### src/rtl/systolic_feeder.sv
// systolic_feeder: captures matrices A and B, preloads B rows onto north_o, then skews A onto west_o.
// Optional synchronous abort port is compiled in with `define SYSTOLIC_FEEDER_ABORT_EN.
module systolic_feeder #(
    parameter int N         = 4,
    parameter int NUM_BITS  = 8,
    parameter int DRAIN_CYC = 12
) (
    input  logic                clk,
    input  logic                rst,
    input  logic                start_valid_i,
    output logic                start_ready_o,
`ifdef SYSTOLIC_FEEDER_ABORT_EN
    input  logic                abort_i,
`endif
    input  logic [NUM_BITS-1:0] a_i [N][N],
    input  logic [NUM_BITS-1:0] b_i [N][N],
    output logic [NUM_BITS-1:0] north_o [N],
    output logic [NUM_BITS-1:0] west_o [N],
    output logic                busy_o,
    output logic                done_o
);

    localparam int STREAM_LEN = 2 * N - 1;
    localparam int MAX_CNT    = (DRAIN_CYC > STREAM_LEN) ? DRAIN_CYC : STREAM_LEN;
    localparam int CW         = $clog2(MAX_CNT + 1);

    localparam logic [CW-1:0] LOAD_LAST   = CW'(N - 1);
    localparam logic [CW-1:0] STREAM_LAST = CW'(STREAM_LEN - 1);
    localparam logic [CW-1:0] DRAIN_LAST  = CW'(DRAIN_CYC - 1);

    localparam logic [1:0] ST_IDLE   = 2'd0;
    localparam logic [1:0] ST_LOAD   = 2'd1;
    localparam logic [1:0] ST_STREAM = 2'd2;
    localparam logic [1:0] ST_DRAIN  = 2'd3;

    logic [1:0]          state_q, state_d;
    logic [CW-1:0]       cnt_q, cnt_d;
    logic [NUM_BITS-1:0] a_q [N][N];
    logic [NUM_BITS-1:0] a_d [N][N];
    logic [NUM_BITS-1:0] b_q [N][N];
    logic [NUM_BITS-1:0] b_d [N][N];
    logic [NUM_BITS-1:0] north_q [N];
    logic [NUM_BITS-1:0] north_d [N];
    logic [NUM_BITS-1:0] west_q [N];
    logic [NUM_BITS-1:0] west_d [N];
    logic                busy_q, busy_d;
    logic                done_q, done_d;
    logic                ready_q, ready_d;
    logic                abort_s;

`ifdef SYSTOLIC_FEEDER_ABORT_EN
    assign abort_s = abort_i;
`else
    assign abort_s = 1'b0;
`endif

    // Phase sequencing and operand capture
    always_comb begin
        state_d = state_q;
        cnt_d   = cnt_q;
        a_d     = a_q;
        b_d     = b_q;
        done_d  = 1'b0;
        case (state_q)
            ST_IDLE: begin
                cnt_d = {CW{1'b0}};
                if (start_valid_i) begin
                    a_d     = a_i;
                    b_d     = b_i;
                    state_d = ST_LOAD;
                end else begin
                    state_d = ST_IDLE;
                end
            end
            ST_LOAD: begin
                if (cnt_q == LOAD_LAST) begin
                    state_d = ST_STREAM;
                    cnt_d   = {CW{1'b0}};
                end else begin
                    cnt_d = cnt_q + CW'(1);
                end
            end
            ST_STREAM: begin
                if (cnt_q == STREAM_LAST) begin
                    state_d = ST_DRAIN;
                    cnt_d   = {CW{1'b0}};
                end else begin
                    cnt_d = cnt_q + CW'(1);
                end
            end
            ST_DRAIN: begin
                if (cnt_q == DRAIN_LAST) begin
                    state_d = ST_IDLE;
                    cnt_d   = {CW{1'b0}};
                    done_d  = 1'b1;
                end else begin
                    cnt_d = cnt_q + CW'(1);
                end
            end
            default: begin
                state_d = ST_IDLE;
                cnt_d   = {CW{1'b0}};
            end
        endcase
        // Abort only bites on an active job, so acceptance in IDLE always wins.
        if (abort_s && (state_q != ST_IDLE)) begin
            state_d = ST_IDLE;
            cnt_d   = {CW{1'b0}};
            done_d  = 1'b0;
        end else begin
            done_d = done_d;
        end
    end

    // Output values for the cycle that follows the coming edge
    always_comb begin
        int step_s;
        step_s  = int'(cnt_d);
        north_d = '{default: {NUM_BITS{1'b0}}};
        west_d  = '{default: {NUM_BITS{1'b0}}};
        busy_d  = (state_d != ST_IDLE);
        ready_d = (state_d == ST_IDLE);
        if (state_d == ST_LOAD) begin
            for (int r = 0; r < N; r++) begin
                for (int j = 0; j < N; j++) begin
                    north_d[j] = north_d[j] | ((r == N - 1 - step_s) ? b_d[r][j] : {NUM_BITS{1'b0}});
                end
            end
        end else if (state_d == ST_STREAM) begin
            for (int i = 0; i < N; i++) begin
                for (int c = 0; c < N; c++) begin
                    west_d[i] = west_d[i] | ((c == step_s - i) ? a_d[i][c] : {NUM_BITS{1'b0}});
                end
            end
        end else begin
            north_d = '{default: {NUM_BITS{1'b0}}};
        end
    end

    // State, captured operands and registered outputs
    always_ff @(posedge clk or posedge rst) begin
        if (rst) begin
            state_q <= ST_IDLE;
            cnt_q   <= {CW{1'b0}};
            a_q     <= '{default: {NUM_BITS{1'b0}}};
            b_q     <= '{default: {NUM_BITS{1'b0}}};
            north_q <= '{default: {NUM_BITS{1'b0}}};
            west_q  <= '{default: {NUM_BITS{1'b0}}};
            busy_q  <= 1'b0;
            done_q  <= 1'b0;
            ready_q <= 1'b1;
        end else begin
            state_q <= state_d;
            cnt_q   <= cnt_d;
            a_q     <= a_d;
            b_q     <= b_d;
            north_q <= north_d;
            west_q  <= west_d;
            busy_q  <= busy_d;
            done_q  <= done_d;
            ready_q <= ready_d;
        end
    end

    assign north_o       = north_q;
    assign west_o        = west_q;
    assign busy_o        = busy_q;
    assign done_o        = done_q;
    assign start_ready_o = ready_q;

endmodule

### config.mk
export PLATFORM = sky130hd
export DESIGN_NAME = systolic_feeder
export DESIGN_NICKNAME = d
export VERILOG_FILES = /design/src/rtl/systolic_feeder.sv
export SDC_FILE = /design/constraint.sdc
export NUM_CORES = 1
export LEC_CHECK = 0
export CORE_ASPECT_RATIO = 0.9
export CORE_MARGIN = 1
export CORE_UTILIZATION = 50
export DETAILED_ROUTE_END_ITERATION = 16
export GPL_TIMING_DRIVEN = 0
export PLACE_DENSITY = 0.82
export SLEW_MARGIN = 20
export SYNTH_ARGS = -nofsm -noshare
export SYNTH_HDL_FRONTEND = slang
export SYNTH_SLANG_ARGS = --single-unit
### constraint.sdc
create_clock -name clk -period 12.7 [get_ports clk]
set_input_delay 2.54 -clock clk [delete_from_list [all_inputs] [get_ports clk]]
set_output_delay 2.54 -clock clk [all_outputs]
set_load 0.005 [all_outputs]
=== After elaboration in Yosys (flattened, before gate mapping) ===
Index checks and enable logic that the tools add are counted.
W data, S select, Z words.

* $add $sub $neg: 5
* Equal/unequal tests: 23
* Multiplexer cells: 50
* Bitwise logic cells: 24
* Reductions and logical operators: 8

{| class="wikitable"
|+ Operators with widths
! cell !! count
|-
| $mux W128 || 4
|-
| $mux W8 || 32
|-
| $or A8 B8 Y8 || 24
|-
| $logic_not A32 Y1 || 5
|-
| $mux W32 || 3
|-
| $eq A3 B5 Y1 const A || 8
|-
| $eq A2 B5 Y1 const A || 4
|-
| $pmux W4 S4 || 1
|-
| $mux W4 || 3
|-
| $sub A4 B2 Y5 const B || 2
|-
| $eq A3 B4 Y1 const A || 2
|-
| $pmux W2 S4 || 1
|-
| $eq A2 B2 Y1 const B || 3
|-
| $mux W2 || 3
|-
| $sub A2 B4 Y5 const A || 1
|-
| $sub A4 B1 Y5 const B || 1
|-
| $add A4 B1 Y4 const B || 1
|-
| $eq A2 B1 Y1 const B || 2
|-
| $eq A2 B4 Y1 const A || 1
|-
| $eq A4 B2 Y1 const B || 1
|-
| $eq A4 B3 Y1 const B || 1
|-
| $eq A4 B4 Y1 const B || 1
|-
| $logic_not A2 Y1 || 2
|-
| $mux W1 || 3
|-
| $reduce_bool A2 Y1 || 1
|}

* Register bits after elaboration: 329
* Input port bits: 259
* Output and inout port bits: 67
* Logic and storage cells: 155

=== Logic depth before layout (Yosys ltp) ===
Gate-level depths: netlist (run 1).

* Word-level depth: 11
* Mapped depth: 16
* Depth with buffers taken out: 14

=== Worst setup path after synthesis (run 1) ===
Ideal clock, no wire load.

* Path kind: in2reg
* From: in start_valid_i
* To: reg north_q (netlist bit north_o[10])
* Setup time: 78 ps
* Arrival: 3,823 ps
* Data required time: 12,622 ps
* Path slack: 8,799 ps
* Stages on the path: 9
* Path buffers: 3
* Cells stage by stage: nand2b_1 -> nor2_1 -> buf_2 -> buf_1 -> clkbuf_1 -> nand2_1 -> nand2_1 -> nand2_1 -> a21oi_1

{| class="wikitable"
|+ RTL lines
! item !! line !! RTL
|-
| start: declaration || 10 || <nowiki>input logic start_valid_i,</nowiki>
|-
| end signal: assignment || 157 || <nowiki>north_q <= north_d;</nowiki>
|-
| end: declaration || 42 || <nowiki>logic [NUM_BITS-1:0] north_q [N];</nowiki>
|}

==> results of run 1 <==
[final timing paths]
check,from,end,cells past startpoint
setup reg to reg,cnt_q[0],west_o[11],16
min in group asynchronous,rst,a_q[82],2
max in group asynchronous,rst,start_ready_o,4
hold / removal,b_q[123],b_q[123],2
hold reg to reg,b_q[123],b_q[123],2
setup / recovery,start_valid_i,west_o[27],10
[placed cells by master (no fill, tap or decap), types with 2 or more instances in the layout]
| cell type | netlist | routed |
|---|---|---|
| clkbuf_1 | 49 | 56 |
| diode_2 | 0 | 5 |
| a311oi_1 | 2 | 2 |
| a22oi_1 | 9 | 9 |
| bufinv_16 | 0 | 4 |
| inv_1 | 7 | 6 |
| ha_1 | 4 | 4 |
| a221o_1 | 15 | 15 |
| nand2b_1 | 4 | 4 |
| nor4_1 | 2 | 2 |
| buf_16 | 0 | 3 |
| a211o_1 | 2 | 2 |
| buf_1 | 19 | 19 |
| dfrtp_1 | 328 | 328 |
| nor3_1 | 3 | 2 |
| a21oi_1 | 51 | 51 |
| buf_2 | 16 | 16 |
| nor3b_2 | 2 | 2 |
| nor2b_1 | 4 | 4 |
| inv_2 | 2 | 2 |
| or2_1 | 2 | 2 |
| clkinv_2 | 0 | 4 |
| clkbuf_16 | 0 | 37 |
| a31oi_1 | 10 | 10 |
| a222oi_1 | 32 | 32 |
| xnor2_1 | 3 | 3 |
| nand3_1 | 3 | 3 |
| nand2_1 | 820 | 820 |
| clkbuf_8 | 0 | 6 |
| nor2_1 | 19 | 19 |
| clkdlybuf4s50_1 | 0 | 325 |
| a32oi_1 | 16 | 16 |
| buf_6 | 2 | 2 |
| a32o_1 | 16 | 16 |
| nor3_2 | 2 | 3 |
[tightest hold or removal path: cells and delay by family, from the launching register on]
kind	cells	cell delay, ps
flops	1	320
simple gates	2	110
[stage by stage]
| step | TNS, ps | power [mW] | setup WS, ps | cell area [um2] | hold slack [ps] |
|---|---|---|---|---|---|
| 2_1_floorplan | 0 | 2.50 | 1050 | 13400 | 439 |
| 3_3_place_gp | -814840 | 2.96 | -2510 | 17100 | 452 |
| 3_5_place_dp | 0 | 3.03 | 7530 | 17200 | 457 |
| 4_1_cts | 0 | 4.09 | 8090 | 18300 | 471 |
| 5_1_grt | 0 | 4.33 | 7780 | 18400 | 484 |
| 6_report | 0 | 4.10 | 8020 | 18400 | 468 |
[layout make-up]
cell class / count / area (um2)
flip-flops and latches: 329 / 8230
diodes: 5 / 12.5
plain buffers: 87 / 365
repair buffers: 328 / 3340
clock inverters: 9 / 149
inverters: 9 / 41.3
fillers: 1981 / 7840
clock buffers: 50 / 1030
well taps: 348 / 435
multi-input cells: 1039 / 4760
[kinds of logic after synthesis]
logic type / Yosys count
adders and majority gates: 4
xor gates and xnor gates: 5
and+or+nand+nor: 870
muxes: 1
buffers and inverters: 96
DFF: 329
AOI/OAI and AO/OA: 159
[routing by layer]
metal / vias up / track usage / share of wire / wire [um]
met4: 0 / 0.144 / 0.042 / 1730
met5: - / 0 / 0 / 0
li1: 5520 / - / - / -
met1: 5861 / 0.395 / 0.40 / 16700
met3: 120 / 0.0703 / 0.086 / 3590
met2: 626 / 0.478 / 0.47 / 19400
[power breakdown]
group          switching, mW  leakage (nW)  total [mW]  internal (mW)
logic                  0.900          4.06        1.42          0.519
clock network          0.402         0.584        1.05          0.647
registers              0.134          4.18        1.64           1.50
[flip-flops by register name, indices dropped and copies added, names as in the netlist]
signal	flops
state_q	2
north_o	32
west_o	32
cnt_q	4
a_q	128
b_q	128
busy_o	1
done_o	1
start_ready_o	1
==> metrics.txt, run 1 <==
# TYPE chip_impl_metric gauge
chip_impl_info{name="status",value="completed"} 1
chip_impl_metric{name="final-max-slew-violation-count",unit=""} 0
chip_impl_metric{name="port_buffers",unit=""} 325
chip_impl_metric{name="cts_hold_buffers",unit=""} 0
chip_impl_metric{name="route.antenna.remaining_nets",unit=""} 0
chip_impl_metric{name="layout_cells_sized_above_1",unit=""} 0.0486
chip_impl_metric{name="grt_antenna_before_repair",unit=""} 3
chip_impl_metric{name="initial_core_utilization",unit=""} 0.511
chip_impl_metric{name="syn-mean-instance-area",unit="um2"} 9.14
chip_impl_metric{name="wl",unit="mm"} 41.5
chip_impl_info{name="timing.critical_path.cells",value="clkdlybuf4s50_1 -> nand2b_1 -> nor2_1 -> buf_2 -> buf_2 -> buf_1 -> nand2_1 -> nand2_1 -> a22oi_1 -> a31oi_1"} 1
chip_impl_metric{name="final_period_minus_worst_setup_slack",unit="ps"} 4680
chip_impl_metric{name="final_instance_count_without_filler_cells",unit=""} 2204
chip_impl_metric{name="postLayoutCoreUtil",unit=""} 0.701
chip_impl_metric{name="io_pins",unit=""} 326
chip_impl_info{name="synth.most_common_cell",value="nand2_1"} 1
chip_impl_metric{name="place.gp.congestion",unit=""} 0.916
chip_impl_metric{name="synth_mux_area_frac",unit=""} 0.000841
chip_impl_metric{name="synth_sequential_area_ratio",unit=""} 0.615
chip_impl_metric{name="grt_start_max_net_pins",unit=""} 103
chip_impl_info{name="synth_top_family_by_area",value="simple AND/OR/NAND/NOR gates"} 1
chip_impl_metric{name="die_h",unit="um"} 157
chip_impl_metric{name="globalRouteOverflowTotal",unit=""} 0
chip_impl_metric{name="synth_seq_cells",unit=""} 329
chip_impl_info{name="critical_path.slowest_cell",value="buf_1"} 1
chip_impl_metric{name="synth_cell_types",unit=""} 48
chip_impl_metric{name="fraction_of_the_mapped_netlist_area_in_adder_cells",unit=""} 0.00374
chip_impl_metric{name="worstSkewPairLatency",unit="ps"} 500
chip_impl_metric{name="cts.repair.resized",unit=""} 0
chip_impl_metric{name="power-per-cell-area",unit="nW/um2"} 223
chip_impl_info{name="endpoint_kind",value="register"} 1
chip_impl_metric{name="core-area",unit="um2"} 26200
chip_impl_info{name="biggest_area_contributors_in_the_synthesized_netlist",value="dfrtp_1 (61%), nand2_1 (23%), a222oi_1 (2.4%)"} 1
chip_impl_metric{name="ys_async_rst_share",unit=""} 1.00
chip_impl_metric{name="largest_fanout_of_any_net_on_the_critical_path",unit=""} 10
chip_impl_metric{name="cts.htree.levels",unit=""} 2
chip_impl_metric{name="timing.critical_path.required",unit="ps"} 13120
chip_impl_metric{name="regToRegSetupSlack",unit="ps"} 8680
chip_impl_metric{name="chipWidth",unit="um"} 174
chip_impl_metric{name="post_synth_instance_area",unit="um2"} 13400
chip_impl_metric{name="setup_viol_count_final",unit=""} 0
chip_impl_info{name="cts_tree",value="yes"} 1
chip_impl_metric{name="via_count_of_the_first_global_routing_pass",unit=""} 12237
chip_impl_info{name="cts_root_buf",value="clkbuf_16"} 1
chip_impl_info{name="cp_startpoint_kind",value="input port"} 1
chip_impl_metric{name="drt_drc_violations_left",unit=""} 0
chip_impl_metric{name="grt_first_pass_wirelength",unit="mm"} 63.9
chip_impl_metric{name="worst_pin_slew",unit="ps"} 866
chip_impl_metric{name="synth.net_count",unit=""} 1727
chip_impl_metric{name="leakage",unit="nW"} 8.82
chip_impl_metric{name="synth_compound_area_frac",unit=""} 0.0934
chip_impl_metric{name="number_of_sinks_on_the_clock_net",unit=""} 329
chip_impl_metric{name="detail_route.iter0.violations",unit=""} 1142
chip_impl_metric{name="nNetsFinal",unit=""} 2092
chip_impl_metric{name="crit_path_max_incr_delay",unit="ps"} 620
chip_impl_metric{name="grt_usage",unit=""} 0.302
chip_impl_metric{name="timing.fmax",unit="GHz"} 0.214
chip_impl_metric{name="die_area",unit="um2"} 27400
chip_impl_metric{name="floorplan.rows",unit=""} 56
chip_impl_metric{name="cts_made_buffers",unit=""} 35
chip_impl_metric{name="clkTransAtPathRegs",unit="ps"} 60
chip_impl_info{name="critPathTopFamily",value="buffers and inverters"} 1
chip_impl_info{name="synth_flop_cell",value="dfrtp_1"} 1
chip_impl_metric{name="route.detailed.wl_per_inst",unit="um"} 18.8
chip_impl_metric{name="finalCritPeriodShare",unit=""} 0.368
chip_impl_metric{name="placed_cells",unit=""} 2140
chip_impl_metric{name="yosysWarningCount",unit=""} 0
chip_impl_metric{name="synth_simple_gate_area_frac",unit=""} 0.253
chip_impl_metric{name="avgViaCountPerCell",unit=""} 5.50
chip_impl_metric{name="hold_violations",unit=""} 0
chip_impl_info{name="post_synth_most_frequent_cells",value="nand2_1 (820), dfrtp_1 (328), a21oi_1 (51)"} 1
chip_impl_info{name="hold_class",value="reg -> reg"} 1
chip_impl_info{name="unrepaired_setup_endpoints_after_global_routing",value="no"} 1
chip_impl_metric{name="synth_top_area_share",unit=""} 0.613
chip_impl_metric{name="postCtsSetupBuffers",unit=""} 0
chip_impl_metric{name="count_of_flip_flops_with_a_built_in_enable_after_synthesis",unit=""} 0
chip_impl_metric{name="slew-limit-headroom",unit=""} 0.420
chip_impl_metric{name="via_count",unit=""} 12127
chip_impl_metric{name="synthXorXnorAreaFrac",unit=""} 0.00383
chip_impl_metric{name="place.detailed.hpwl",unit="mm"} 29.8
chip_impl_metric{name="cell_count_after_synthesis",unit=""} 1464
chip_impl_metric{name="drt-pass1-iter-count",unit=""} 8
chip_impl_metric{name="peakVddDrop",unit="mV"} 0.109
chip_impl_metric{name="critPathArrivalTime",unit="ps"} 5100
chip_impl_metric{name="area_delta_synth_final",unit="%"} 37.2
chip_impl_metric{name="cts_max_path_buffers",unit=""} 3
chip_impl_metric{name="skew",unit="ps"} 10.5
chip_impl_info{name="worst-setup-path-type",value="in -> reg"} 1
chip_impl_info{name="yosysTopAreaCell",value="dfrtp_1"} 1
chip_impl_metric{name="worstPathBufferInverterCount",unit=""} 4
chip_impl_metric{name="max-cap-violations",unit=""} 0
Power figures use the tool's default switching activity.
==> run 2: changes to the inputs <==
==> constraint.sdc (replaced) <==
create_clock -name clk -period 4.8 [get_ports clk]
set_input_delay 0.96 -clock clk [delete_from_list [all_inputs] [get_ports clk]]
set_output_delay 0.96 -clock clk [all_outputs]
set_load 0.005 [all_outputs]
==> run 2 against run 1 <==
  * Worst hold slack improved by 1.7 ps
  * Wire length up 0.41%
  * Via count down 0.63%
  * Sequential cell count unchanged
  * Largest cell class unchanged
  * Highest routed layer unchanged
==> metrics.txt, run 2 (synthesized netlist as in run 1, its figures left out) <==
# TYPE chip_impl_metric gauge
chip_impl_metric{name="cts.repair.resized",unit=""} 0
chip_impl_info{name="endpoint_kind",value="register"} 1
chip_impl_info{name="cts_tree",value="yes"} 1
chip_impl_metric{name="place.detailed.hpwl",unit="mm"} 29.9
chip_impl_metric{name="worstSkewPairLatency",unit="ps"} 500
chip_impl_metric{name="cts_hold_buffers",unit=""} 0
chip_impl_metric{name="regToRegSetupSlack",unit="ps"} 840
chip_impl_metric{name="chipWidth",unit="um"} 174
chip_impl_metric{name="port_buffers",unit=""} 325
chip_impl_metric{name="core-area",unit="um2"} 26200
chip_impl_metric{name="clkTransAtPathRegs",unit="ps"} 60
chip_impl_metric{name="io_pins",unit=""} 326
chip_impl_metric{name="route.detailed.wl_per_inst",unit="um"} 18.8
chip_impl_metric{name="largest_fanout_of_any_net_on_the_critical_path",unit=""} 10
chip_impl_metric{name="detailroute.wirelength.met3",unit="mm"} 2.88
chip_impl_metric{name="final_area",unit="um2"} 18600
chip_impl_metric{name="met2_wirelength",unit="mm"} 19.9
chip_impl_metric{name="drt-pass1-iter-count",unit=""} 8
chip_impl_metric{name="skew",unit="ps"} 13.3
chip_impl_metric{name="combPwrFrac",unit=""} 0.342
chip_impl_metric{name="via_count",unit=""} 12050
chip_impl_metric{name="die_area",unit="um2"} 27400
chip_impl_metric{name="postCtsSetupBuffers",unit=""} 0
chip_impl_metric{name="final_period_minus_worst_setup_slack",unit="ps"} 3960
chip_impl_metric{name="slew-limit-headroom",unit=""} 0.289
chip_impl_metric{name="route.antenna.remaining_nets",unit=""} 0
chip_impl_metric{name="placedInstanceArea",unit="um2"} 17300
chip_impl_metric{name="floorplan.rows",unit=""} 56
chip_impl_info{name="top_registers",value="a_q (128), b_q (128)"} 1
chip_impl_info{name="cp_startpoint_kind",value="register"} 1
chip_impl_metric{name="timing.final.ws_setup",unit="ps"} 845
chip_impl_info{name="crit-reg2reg-capture",value="west_o[8]"} 1
chip_impl_metric{name="nNetsFinal",unit=""} 2100
chip_impl_metric{name="crit_path_max_incr_delay",unit="ps"} 540
chip_impl_metric{name="cts_made_buffers",unit=""} 35
chip_impl_metric{name="die_h",unit="um"} 157
chip_impl_metric{name="finalCritPeriodShare",unit=""} 0.824
chip_impl_metric{name="leakage",unit="nW"} 8.91
chip_impl_metric{name="area_delta_synth_final",unit="%"} 38.8
chip_impl_metric{name="cts_max_path_buffers",unit=""} 3
chip_impl_metric{name="timing.fmax",unit="GHz"} 0.253
chip_impl_metric{name="hold_depth",unit=""} 2
chip_impl_metric{name="globalRouteOverflowTotal",unit=""} 0
chip_impl_info{name="timing.critical_path.cells",value="buf_2 -> inv_1 -> ha_1 -> nor4bb_1 -> o21bai_4 -> or2_1 -> buf_6 -> nor2_1 -> inv_1 -> ha_1 -> xnor2_1 -> xnor2_2 -> nand2_1 -> nor2_1 -> a32o_1 -> a221o_1"} 1
chip_impl_metric{name="worstPathBufferInverterCount",unit=""} 4
chip_impl_metric{name="route.layer.met1.wl",unit="mm"} 17.5
chip_impl_metric{name="layout_cells_sized_above_1",unit=""} 0.0526
chip_impl_metric{name="avgViaCountPerCell",unit=""} 5.43
chip_impl_metric{name="drt_drc_violations_left",unit=""} 0
chip_impl_metric{name="power.sequential.fraction",unit=""} 0.395
chip_impl_info{name="mostFrequentLayoutCells",value="nand2_1 (820), dfrtp_1 (328), clkdlybuf4s50_1 (325)"} 1
chip_impl_metric{name="final-max-slew-violation-count",unit=""} 0
chip_impl_metric{name="number_of_sinks_on_the_clock_net",unit=""} 329
chip_impl_metric{name="grt_usage",unit=""} 0.302
chip_impl_metric{name="critPathArrivalTime",unit="ps"} 4390
chip_impl_info{name="hold_class",value="reg -> reg"} 1
chip_impl_info{name="status",value="completed"} 1
chip_impl_metric{name="wl",unit="mm"} 41.6
chip_impl_metric{name="clockPowerShare",unit=""} 0.263
chip_impl_metric{name="worst-r2r-cell-count",unit=""} 16
chip_impl_metric{name="switching_share",unit=""} 0.347
chip_impl_info{name="r2r-start",value="cnt_q[0]"} 1
chip_impl_metric{name="worst_pin_slew",unit="ps"} 1060
chip_impl_info{name="worst_hold_endpoint",value="a_q[4]"} 1
chip_impl_info{name="layout_commonest_cell",value="nand2_1"} 1
chip_impl_info{name="critical_path.slowest_cell",value="nor2_1"} 1
chip_impl_metric{name="post-layout-total-power",unit="mW"} 11.0
chip_impl_metric{name="setup_viol_count_final",unit=""} 0
chip_impl_metric{name="fillers",unit=""} 1944
chip_impl_info{name="worst-setup-path-type",value="reg -> reg"} 1
chip_impl_info{name="cts_root_buf",value="clkbuf_16"} 1
chip_impl_metric{name="via_count_of_the_first_global_routing_pass",unit=""} 12209
chip_impl_info{name="min_from",value="a_q[4]"} 1
chip_impl_metric{name="peakVddDrop",unit="mV"} 0.289
chip_impl_metric{name="power.net_switching",unit="mW"} 3.81
chip_impl_metric{name="power_report.internal_total",unit="mW"} 7.17
chip_impl_info{name="unrepaired_setup_endpoints_after_global_routing",value="no"} 1
chip_impl_metric{name="detail_route.iter0.violations",unit=""} 1116
chip_impl_info{name="maxUsedRoutingLayer",value="met4"} 1
chip_impl_metric{name="grt_start_max_net_pins",unit=""} 38
chip_impl_metric{name="grt_antenna_before_repair",unit=""} 4
chip_impl_metric{name="initial_core_utilization",unit=""} 0.511
chip_impl_metric{name="max-cap-violations",unit=""} 0
chip_impl_metric{name="hold_violations",unit=""} 0
chip_impl_metric{name="setup_slack_placement",unit="ps"} 931
chip_impl_metric{name="cts.htree.levels",unit=""} 2
chip_impl_metric{name="grt_first_pass_wirelength",unit="mm"} 64.2
chip_impl_metric{name="place.gp.congestion",unit=""} 0.898
chip_impl_info{name="critPathTopFamily",value="simple AND/OR/NAND/NOR gates"} 1
chip_impl_metric{name="timing.critical_path.required",unit="ps"} 5230
chip_impl_metric{name="power-per-cell-area",unit="nW/um2"} 591
## run 2: cell count changes in the layout (fill, tap and decap cells not counted), sizes merged
cell and change:
clkbuf +1, inv -2, buf +8, clkinvlp +2, bufinv +2, diode +3
## run 2: worst max path at each step
stage / startpoint / to / slack (ps) / depth (start not counted)
4_1_cts: cnt_q[0] / west_o[8] / 910 / 16
2_1_floorplan: rst / a_q[0] / -550 / 1
6_report: cnt_q[0] / west_o[8] / 840 / 16
3_5_place_dp: cnt_q[0] / west_o[8] / 930 / 16
3_3_place_gp: rst / north_o[23] / -2540 / 2
5_1_grt: cnt_q[0] / west_o[8] / 640 / 15
## run 2: worst min-delay path: cells and delay by family (launching register included)
kind             cells  cell delay (ps)
AND/OR/NAND/NOR      2              110
flip-flops           1              320
## run 2: cell type report
cell class / count / area, um2 / share of cell area
Antenna cell: 8 / 20.0 / 0.00108
Buffer: 87 / 365 / 0.0197
Clock buffer: 51 / 1030 / 0.0553
Tap cell: 348 / 435 / 0.0234
Clock inverter: 11 / 208 / 0.0112
Sequential cell: 329 / 8230 / 0.443
Inverter: 9 / 37.5 / 0.00202
Timing Repair Buffer: 336 / 3500 / 0.189
Multi-Input combinational cell: 1039 / 4750 / 0.256
## run 2: power by group through the flow
stage / clock network [mW] / logic [mW] / registers [mW]
detailed placement: 0 / 3.65 / 4.36
finish: 2.89 / 3.76 / 4.34
CTS: 2.90 / 3.71 / 4.33
global route: 3.02 / 4.13 / 4.43
global placement: 0 / 3.50 / 4.34
floorplan: 0 / 2.32 / 4.29
## run 2: per-layer routing
metal  track usage  vias to the layer above
li1              -                     5551
met1         0.403                     5887
met2         0.489                      515
met3        0.0577                       97
met4         0.126                        0
met5             0                        -
## run 2: through the flow
stage / cells / TNS (ps) / utilization / hold WS (ps)
after floorplan: 1464 / -181010 / - / 439
after global placement: 2137 / -825400 / 0.652 / 452
after detailed placement: 2148 / 0 / 0.661 / 457
after CTS: 2210 / 0 / 0.708 / 471
after global routing: 2213 / 0 / 0.709 / 487
final: 2218 / 0 / 0.709 / 470
